==> config.mk <==
export PLATFORM = sky130hd
export DESIGN_NAME = alu_result_collector
export DESIGN_NICKNAME = d
export VERILOG_FILES = /design/src/rtl/alu_pkg.sv /design/src/rtl/alu_flag_gen.sv /design/src/rtl/alu_result_collector.sv
export SDC_FILE = /design/constraint.sdc
export NUM_CORES = 1
export LEC_CHECK = 0
export CAP_MARGIN = 15
export CORE_AREA = 5 5 45 76
export CTS_CLUSTER_DIAMETER = 30
export DETAILED_ROUTE_END_ITERATION = 10
export DIE_AREA = 0 0 50 81
export PLACE_DENSITY = 0.66
export RECOVER_POWER = 100
export SYNTH_ARGS = -nofsm -noshare
export SYNTH_HDL_FRONTEND = slang
export SYNTH_SLANG_ARGS = --single-unit
==> constraint.sdc <==
create_clock -name clk -period 1.8 [get_ports clk]
set_input_delay 0.45 -clock clk [delete_from_list [all_inputs] [get_ports clk]]
set_output_delay 0.45 -clock clk [all_outputs]
set_load 0.03 [all_outputs]
==> src/rtl/alu_pkg.sv <==
// alu_pkg: shared state encoding and flag bit positions for the ALU result path
package alu_pkg;
  typedef enum logic [1:0] {IDLE, WAIT_LO, WAIT_HI, DONE} alu_col_state_t;
  localparam int FLAG_C  = 0;
  localparam int FLAG_N  = 1;
  localparam int FLAG_PV = 2;
  localparam int FLAG_X  = 3;
  localparam int FLAG_H  = 4;
  localparam int FLAG_Y  = 5;
  localparam int FLAG_Z  = 6;
  localparam int FLAG_S  = 7;
endpackage

==> src/rtl/alu_flag_gen.sv <==
// alu_flag_gen: combinational Z80 flag byte from an assembled result
module alu_flag_gen
  import alu_pkg::*;
#(
  parameter int EVEN_PARITY = 1
) (
  input  logic [7:0] result,
  input  logic       h,
  input  logic       n,
  input  logic       c,
  input  logic       v,
  input  logic       parity_mode,
  output logic [7:0] flags
);
  logic par;
  always_comb begin
    par = (EVEN_PARITY != 0) ? ~^result : ^result;
    flags = '0;
    flags[FLAG_S]  = result[7];
    flags[FLAG_Z]  = result == 8'h00;
    flags[FLAG_Y]  = result[5];
    flags[FLAG_H]  = h;
    flags[FLAG_X]  = result[3];
    flags[FLAG_PV] = parity_mode ? par : v;
    flags[FLAG_N]  = n;
    flags[FLAG_C]  = c;
  end
endmodule

==> src/rtl/alu_result_collector.sv <==
// alu_result_collector: reassembles two nibble passes into a byte plus flags behind valid/ready
module alu_result_collector
  import alu_pkg::*;
#(
  parameter int EVEN_PARITY = 1
) (
  input  logic       clk,
  input  logic       reset,
  input  logic       start,
  input  logic       parity_mode,
  input  logic       n_in,
  input  logic       nib_valid,
  input  logic       nib_high,
  input  logic [3:0] nib_res,
  input  logic       nib_cy,
  input  logic       nib_vf,
  input  logic       res_ready,
  output logic       busy,
  output logic       res_valid,
  output logic [7:0] result,
  output logic [7:0] flags,
  output logic       proto_err
);
  alu_col_state_t state_q, state_d;
  logic [3:0] lo_q;
  logic       h_q, pm_q, n_q, perr_q, perr_d, lo_take, hi_take;
  logic [7:0] result_q, flags_q, flags_d;
  alu_flag_gen #(.EVEN_PARITY(EVEN_PARITY)) u_flag_gen (
    .result     ({nib_res, lo_q}),
    .h          (h_q),
    .n          (n_q),
    .c          (nib_cy),
    .v          (nib_vf),
    .parity_mode(pm_q),
    .flags      (flags_d)
  );
  // start overrides any nibble or handshake activity in the same cycle
  always_comb begin
    lo_take = !start && nib_valid && !nib_high && state_q == WAIT_LO;
    hi_take = !start && nib_valid && nib_high && state_q == WAIT_HI;
    perr_d  = !start && nib_valid && ((state_q == WAIT_LO && nib_high) || (state_q == WAIT_HI && !nib_high));
    state_d = start ? WAIT_LO :
              lo_take ? WAIT_HI :
              hi_take ? DONE :
              (state_q == DONE && res_ready) ? IDLE : state_q;
  end
  always_ff @(posedge clk) begin
    if (reset) begin
      state_q  <= IDLE;
      lo_q     <= '0;
      h_q      <= 1'b0;
      pm_q     <= 1'b0;
      n_q      <= 1'b0;
      perr_q   <= 1'b0;
      result_q <= '0;
      flags_q  <= '0;
    end else begin
      state_q <= state_d;
      perr_q  <= perr_d;
      if (start) begin
        lo_q <= '0;
        h_q  <= 1'b0;
        pm_q <= parity_mode;
        n_q  <= n_in;
      end else if (lo_take) begin
        lo_q <= nib_res;
        h_q  <= nib_cy;
      end
      if (hi_take) begin
        result_q <= {nib_res, lo_q};
        flags_q  <= flags_d;
      end
    end
  end
  assign busy      = state_q != IDLE;
  assign res_valid = state_q == DONE;
  assign result    = result_q;
  assign flags     = flags_q;
  assign proto_err = perr_q;
endmodule

# ---- Word-level counts from Yosys, hierarchy flattened
# Cells that the tools add are included.
dict set report op_classes {
  n_eq_ne 3
  mux 5
  reduce_logical 18
}
# operator n
set ops {}
lappend ops {{1-bit logical AND} 9}
lappend ops {{8-bit zero test} 1}
lappend ops {{8-bit XNOR reduction} 1}
lappend ops {{2-bit two-way mux} 3}
lappend ops {{2-bit == test, second input constant} 2}
lappend ops {{4-bit nonzero test} 1}
lappend ops {{3-bit nonzero test} 1}
lappend ops {{2-bit by 1-bit == test with 1-bit output, second input constant} 1}
lappend ops {{1-bit zero test} 2}
lappend ops {{1-bit two-way mux} 2}
lappend ops {{2-bit nonzero test} 1}
lappend ops {{2-bit OR reduction} 1}
lappend ops {{1-bit logical OR} 1}
dict set report word_totals {
  ff_bits 26
  out_inout_bits 19
  elab_cells 35
}

# ---- Depth between registers and ports, before layout
# Gate-level depths: netlist (run 1).
dict set report depth {
  depth_word 7
  ltp_mapped 6
  mapped_depth_nobuf 6
}

# ---- Modules after synthesis
# A second synthesis (run 1) with hierarchy kept.
dict set report unflattened {
  hier_cells 141
  area_unflattened_um2 1363.8
}
# module instances cells_per_inst area_per_inst_um2
set modules_own_cells {}
lappend modules_own_cells {alu_result_collector 1 118 1188.6}
lappend modules_own_cells {alu_flag_gen 1 23 175.2}

# ---- Worst setup path before layout (run 1)
# No wires, ideal clock.
dict set report synth_timing {
  path_kind {in2reg}
  start {input port nib_res[2]}
  end {register flags_q[2] (netlist: flags[2])}
  setup_time_ns 0.079
  t_arrival_ns 1.327
  t_required_ns 1.721
  setup_slack_ns 0.393
  cell_stages 6
  cell_sequence {inv_1 > ha_1 > xor2_1 > xnor2_1 > mux2i_1 > a211oi_2}
}
dict set report synth_via {
  elab_chain_len 2
}
# element line
set synth_rtl {}
lappend synth_rtl {{start, declared} alu_result_collector.sv:14} ;# input logic [3:0] nib_res,
lappend synth_rtl {{8-bit XNOR reduction} alu_flag_gen.sv:17} ;# par = (EVEN_PARITY != 0) ? ~^result : ^result;
lappend synth_rtl {{1-bit two-way mux} alu_flag_gen.sv:24} ;# flags[FLAG_PV] = parity_mode ? par : v;
lappend synth_rtl {{end signal, assigned} alu_result_collector.sv:71} ;# flags_q <= flags_d;
lappend synth_rtl {{end, declared} alu_result_collector.sv:27} ;# logic [7:0] result_q, flags_q, flags_d;
# Every way passes these cells.
# A chain may end at the register's enable or synchronous reset.

# ---- Final worst setup path (run 1)
dict set report layout_timing {
  start {register flags_q[2] (netlist: flags[2])}
  end {output port flags[2]}
}
# element line
set layout_rtl {}
lappend layout_rtl {{end, declared} alu_result_collector.sv:21} ;# output logic [7:0] flags,
# No word-level cell between the ends.

==> summary.txt, run 1 <==
Global routing
  • Via count of the first global-routing pass: 873
  • Aggregate global-route resource usage: 0.125
  • Initial antenna violation count: 0
  • Largest net degree at the start of global routing: 18
  • First-pass GRT wire length: roughly 3900 µm
  • Total global routing overflow: 0

Clocking
  • Number of H-tree levels: 1
  • Max clock buf depth: 2
  • Number of sinks handled by clock tree synthesis: 23
  • Hold Buf Count CTS: 0
  • TritonCTS Buffers: 3
  • CTS tree: yes
  • Number of cells upsized or downsized after cts: 2
  • Buffers inserted during post-CTS setup optimization: 0
  • Clk Latency, worst-skew pair: 0.26 ns
  • Clock-pin slew on the worst setup and hold paths: approximately 0.08 ns
  • Library cell used as clock root buffer: sky130_fd_sc_hd__clkbuf_8

Synthesis
  • Arithmetic-cell share of the synthesized area counting full adders, half adders and majority gates: 0.0480
  • Number of flops mapped to enable cells by yosys: 0
  • Multiplexer fraction of the synthesized cell area: 0.0959
  • Number of different library cells in the post-synthesis netlist: 26
  • Compound-cell area share of the yosys netlist: 0.0827
  • Main combinational cell family by area after synthesis: simple AND/OR/NAND/NOR gates
  • Post-Syn Area: around 1000 µm²
  • Register bit count reported by yosys: 23
  • Yosys Warn Count: 0
  • Post-synthesis share of cell area spent on xor and xnor gates: 0.0252
  • Net count after synthesis: 139
  • Share of synthesized area occupied by flip-flops and latches: 0.441
  • Post-synthesis area per instance: ~8.6 µm²
  • Most instantiated flip-flop cell in the synthesis netlist: sky130_fd_sc_hd__dfxtp_1
  • Share of synthesized registers carrying an async set or reset: 0
  • Area share of and/or/nand/nor cells after synthesis: 0.225
  • Cells after Synth: between 100 and 150

Final layout
  • Finished Core Util: 0.548
  • Summed area of non-filler cells in the final layout: ~1500 µm²
  • Number of antenna repair diodes: 0
  • Number of fill cells in the layout: between 200 and 300
  • Storage element area: ~460 µm²
  • Area grow syn2layout: 41.2%
  • Net count, final: roughly 180
  • Ratio of cells with drive above 1 in the final layout: 0.132
  • Area of the multi-input gates: approximately 500 µm²

Pwr
  • Worst vdd ir: 0.000352 V
  • Pint: 0.000732 W
  • Leak Pwr: a little under 0.6 nW
  • NetSw: between 0.0002 and 0.00025 W
  • Portion of total power attributed to the clock network: 0.339
  • Portion of total power attributed to combinational logic: 0.117
  • Sequential fraction of design power: 0.544
  • Sw frac: 0.232
  • Power density cells: 647 nW/µm²

Detailed routing
  • Final antenna-violating net count: 0
  • Initial DRT Pass Iterations: 4
  • Total wire length after detailed routing: 2410 µm
  • DR iter-0 viols: 26
  • Total via count in the routed design: 893
  • Post-detailed-route wirelength per cell: between 10 and 15 µm
  • Post-DR vias/cell: a little under 5
  • DRC viols: 0

STA
  • Setup TNS: 0 ns
  • Setup repair after global routing missed its margin: false
  • Final number of setup-violating endpoints: 0
  • Max-slew violation count: 0
  • Fin. Hold Viols: 0
  • Worst clock skew: around 0.004 ns
  • Post-Route Hold Slack: around 0.46 ns
  • Achievable frequency: approximately 570 MHz
  • Slew at the pin closest to its max-slew limit: approximately 0.39 ns
  • Final worst path period share: 0.972
  • Relative max-transition margin: 0.742
  • Final worst path period need: approximately 1.8 ns

Worst setup path
  • Crit path max fanout: 2
  • Family of cells with the greatest summed delay on the critical path: buffers and inverters
  • Arrival time of the worst setup path: approximately 1.3 ns
  • Worst Path Required: between 1 and 1.5 ns
  • Series of cell instances along the critical path: clkdlybuf4s50_1
  • Slowest cell on crit path: sky130_fd_sc_hd__clkdlybuf4s50_1
  • Type of element launching the critical path: register
  • Highest cell delay on the worst timing path: 0.68 ns
  • Number of buffer and inverter instances along the worst setup path: 1
  • Endpoint kind of the worst setup timing path: output port
  • WS Path Type: register to output port

Outcome
  • Status: finished, final reports clean

Floorplanning
  • Core Box Area: around 2700 µm²
  • Boundary Pins: 33
  • Std-Cell Rows: 25
  • Die outline width: 50 µm
  • Starting Density: 0.388
  • Die outline height: a little over 80 µm
  • Die ar.: between 4000 and 5000 µm²

Worst hold path
  • Path type of the worst min-delay path: register to register

Place
  • Count of buffers from port buffering: 32
  • Hpwl dp: roughly 1900 µm
  • Routability congestion estimate: 0.810
  • Placed Area: around 1500 µm²

Job
  • Total of max-cap violations: 0
stage by stage:
| stage | worst slack [ns] | cells | total power, W |
|---|---|---|---|
| finish | 0.0497 | 186 | 0.000953 |
| global route | 0.00394 | 186 | 0.000988 |
| CTS | 0.00964 | 186 | 0.000964 |
| detailed placement | -0.247 | 182 | 0.000647 |
| global placement | -0.174 | 182 | 0.000644 |
| floorplan | 0.393 | 121 | 0.000582 |
worst reg2reg max path: stages (launching register included):
cell and delay (ns):
sky130_fd_sc_hd__dfxtp_1 0.36, sky130_fd_sc_hd__inv_1 0.05, sky130_fd_sc_hd__ha_1 0.30, sky130_fd_sc_hd__xor2_1 0.18
sky130_fd_sc_hd__xnor2_1 0.17, sky130_fd_sc_hd__mux2i_1 0.10, sky130_fd_sc_hd__a211oi_2 0.22
synthesized netlist by cell type (2+ instances only):
cell type / number / area share
sky130_fd_sc_hd__buf_4: 3 / 0.022
sky130_fd_sc_hd__inv_1: 8 / 0.029
sky130_fd_sc_hd__buf_1: 2 / 0.0072
sky130_fd_sc_hd__mux2i_1: 10 / 0.096
sky130_fd_sc_hd__or2_2: 2 / 0.012
sky130_fd_sc_hd__dfxtp_1: 23 / 0.44
sky130_fd_sc_hd__and2b_2: 2 / 0.017
sky130_fd_sc_hd__xor2_1: 2 / 0.017
sky130_fd_sc_hd__buf_2: 2 / 0.0096
sky130_fd_sc_hd__a21oi_1: 13 / 0.062
sky130_fd_sc_hd__nor2_1: 10 / 0.036
sky130_fd_sc_hd__ha_1: 4 / 0.048
sky130_fd_sc_hd__nand2_1: 26 / 0.094
sky130_fd_sc_hd__nand2b_1: 2 / 0.012
layout by cell type (no fill, tap or decap):
master	instances
sky130_fd_sc_hd__dfxtp_1	23
sky130_fd_sc_hd__nor2b_1	1
sky130_fd_sc_hd__and3_1	1
sky130_fd_sc_hd__xor2_1	2
sky130_fd_sc_hd__clkbuf_1	4
sky130_fd_sc_hd__clkinv_2	1
sky130_fd_sc_hd__clkdlybuf4s50_1	24
sky130_fd_sc_hd__buf_4	7
sky130_fd_sc_hd__a221oi_1	1
sky130_fd_sc_hd__a21oi_1	13
sky130_fd_sc_hd__nand2_1	26
sky130_fd_sc_hd__and2_2	1
sky130_fd_sc_hd__a211oi_2	1
sky130_fd_sc_hd__clkbuf_4	1
sky130_fd_sc_hd__dlymetal6s2s_1	1
sky130_fd_sc_hd__clkbuf_8	3
sky130_fd_sc_hd__or2_2	2
sky130_fd_sc_hd__mux2i_1	10
sky130_fd_sc_hd__nand2b_1	2
sky130_fd_sc_hd__xnor2_1	1
sky130_fd_sc_hd__nor2_1	10
sky130_fd_sc_hd__nor3b_4	1
sky130_fd_sc_hd__dlygate4sd2_1	2
sky130_fd_sc_hd__nor3_1	1
sky130_fd_sc_hd__nand3_1	1
sky130_fd_sc_hd__buf_12	2
sky130_fd_sc_hd__and4_1	1
sky130_fd_sc_hd__inv_1	8
sky130_fd_sc_hd__and2b_2	2
sky130_fd_sc_hd__ha_1	4
sky130_fd_sc_hd__dlygate4sd3_1	2
power by group through the flow:
stage                     combinational, W  sequential (W)  clock (W)
after floorplan                  0.0000515        0.000530          0
after global placement            0.000114        0.000530          0
after detailed placement          0.000116        0.000531          0
after CTS                         0.000115        0.000519   0.000330
after global routing              0.000122        0.000519   0.000347
final                             0.000112        0.000519   0.000323
final cells by class:
cell class	count	area share
repair buffers	43	0.275
flip-flops and latches	23	0.312
clock inverters	1	0.00340
clock buffers	3	0.0280
inverters	8	0.0204
multi-input cells	81	0.338
well taps	27	0.0229
state kept, by name, indices dropped and copies added, names as in the netlist:
| name | count |
|---|---|
| result | 8 |
| flags | 5 |
| proto_err | 1 |
| h_q | 1 |
| pm_q | 1 |
| lo_q | 4 |
| n_q | 1 |
| state_q | 2 |
routing by layer:
metal	global-route usage	vias up	routed length [µm]
li1	-	462	-
met1	0.124	411	959
met2	0.230	18	1320
met3	0.0202	2	90
met4	0.0787	0	40
met5	0	-	0
cell families after synthesis:
| family | after synthesis |
|---|---|
| and+or+nand+nor | 49 |
| DFF | 23 |
| adders and majority gates | 4 |
| buffers and inverters | 17 |
| xor gates and xnor gates | 3 |
| muxes | 10 |
| AOI/OAI and AO/OA | 15 |
worst paths after layout:
| path | from | to | slack, ns | cells after the start |
|---|---|---|---|---|
| max reg2reg | lo_q[0] | flags[2] | 0.34 | 6 |
| min reg2reg | result[6] | result[6] | 0.46 | 2 |
| max | flags[2] | flags[2] | 0.05 | 1 |
| min | result[6] | result[6] | 0.46 | 2 |
No activity file was read; power rests on OpenSTA's default activity.
==> run 2, diff against run 1 <==
- CTS_CLUSTER_SIZE: default -> 28
==> results of run 2 <==
No change in the layout: final DEF, timing and power equal those of run 1.
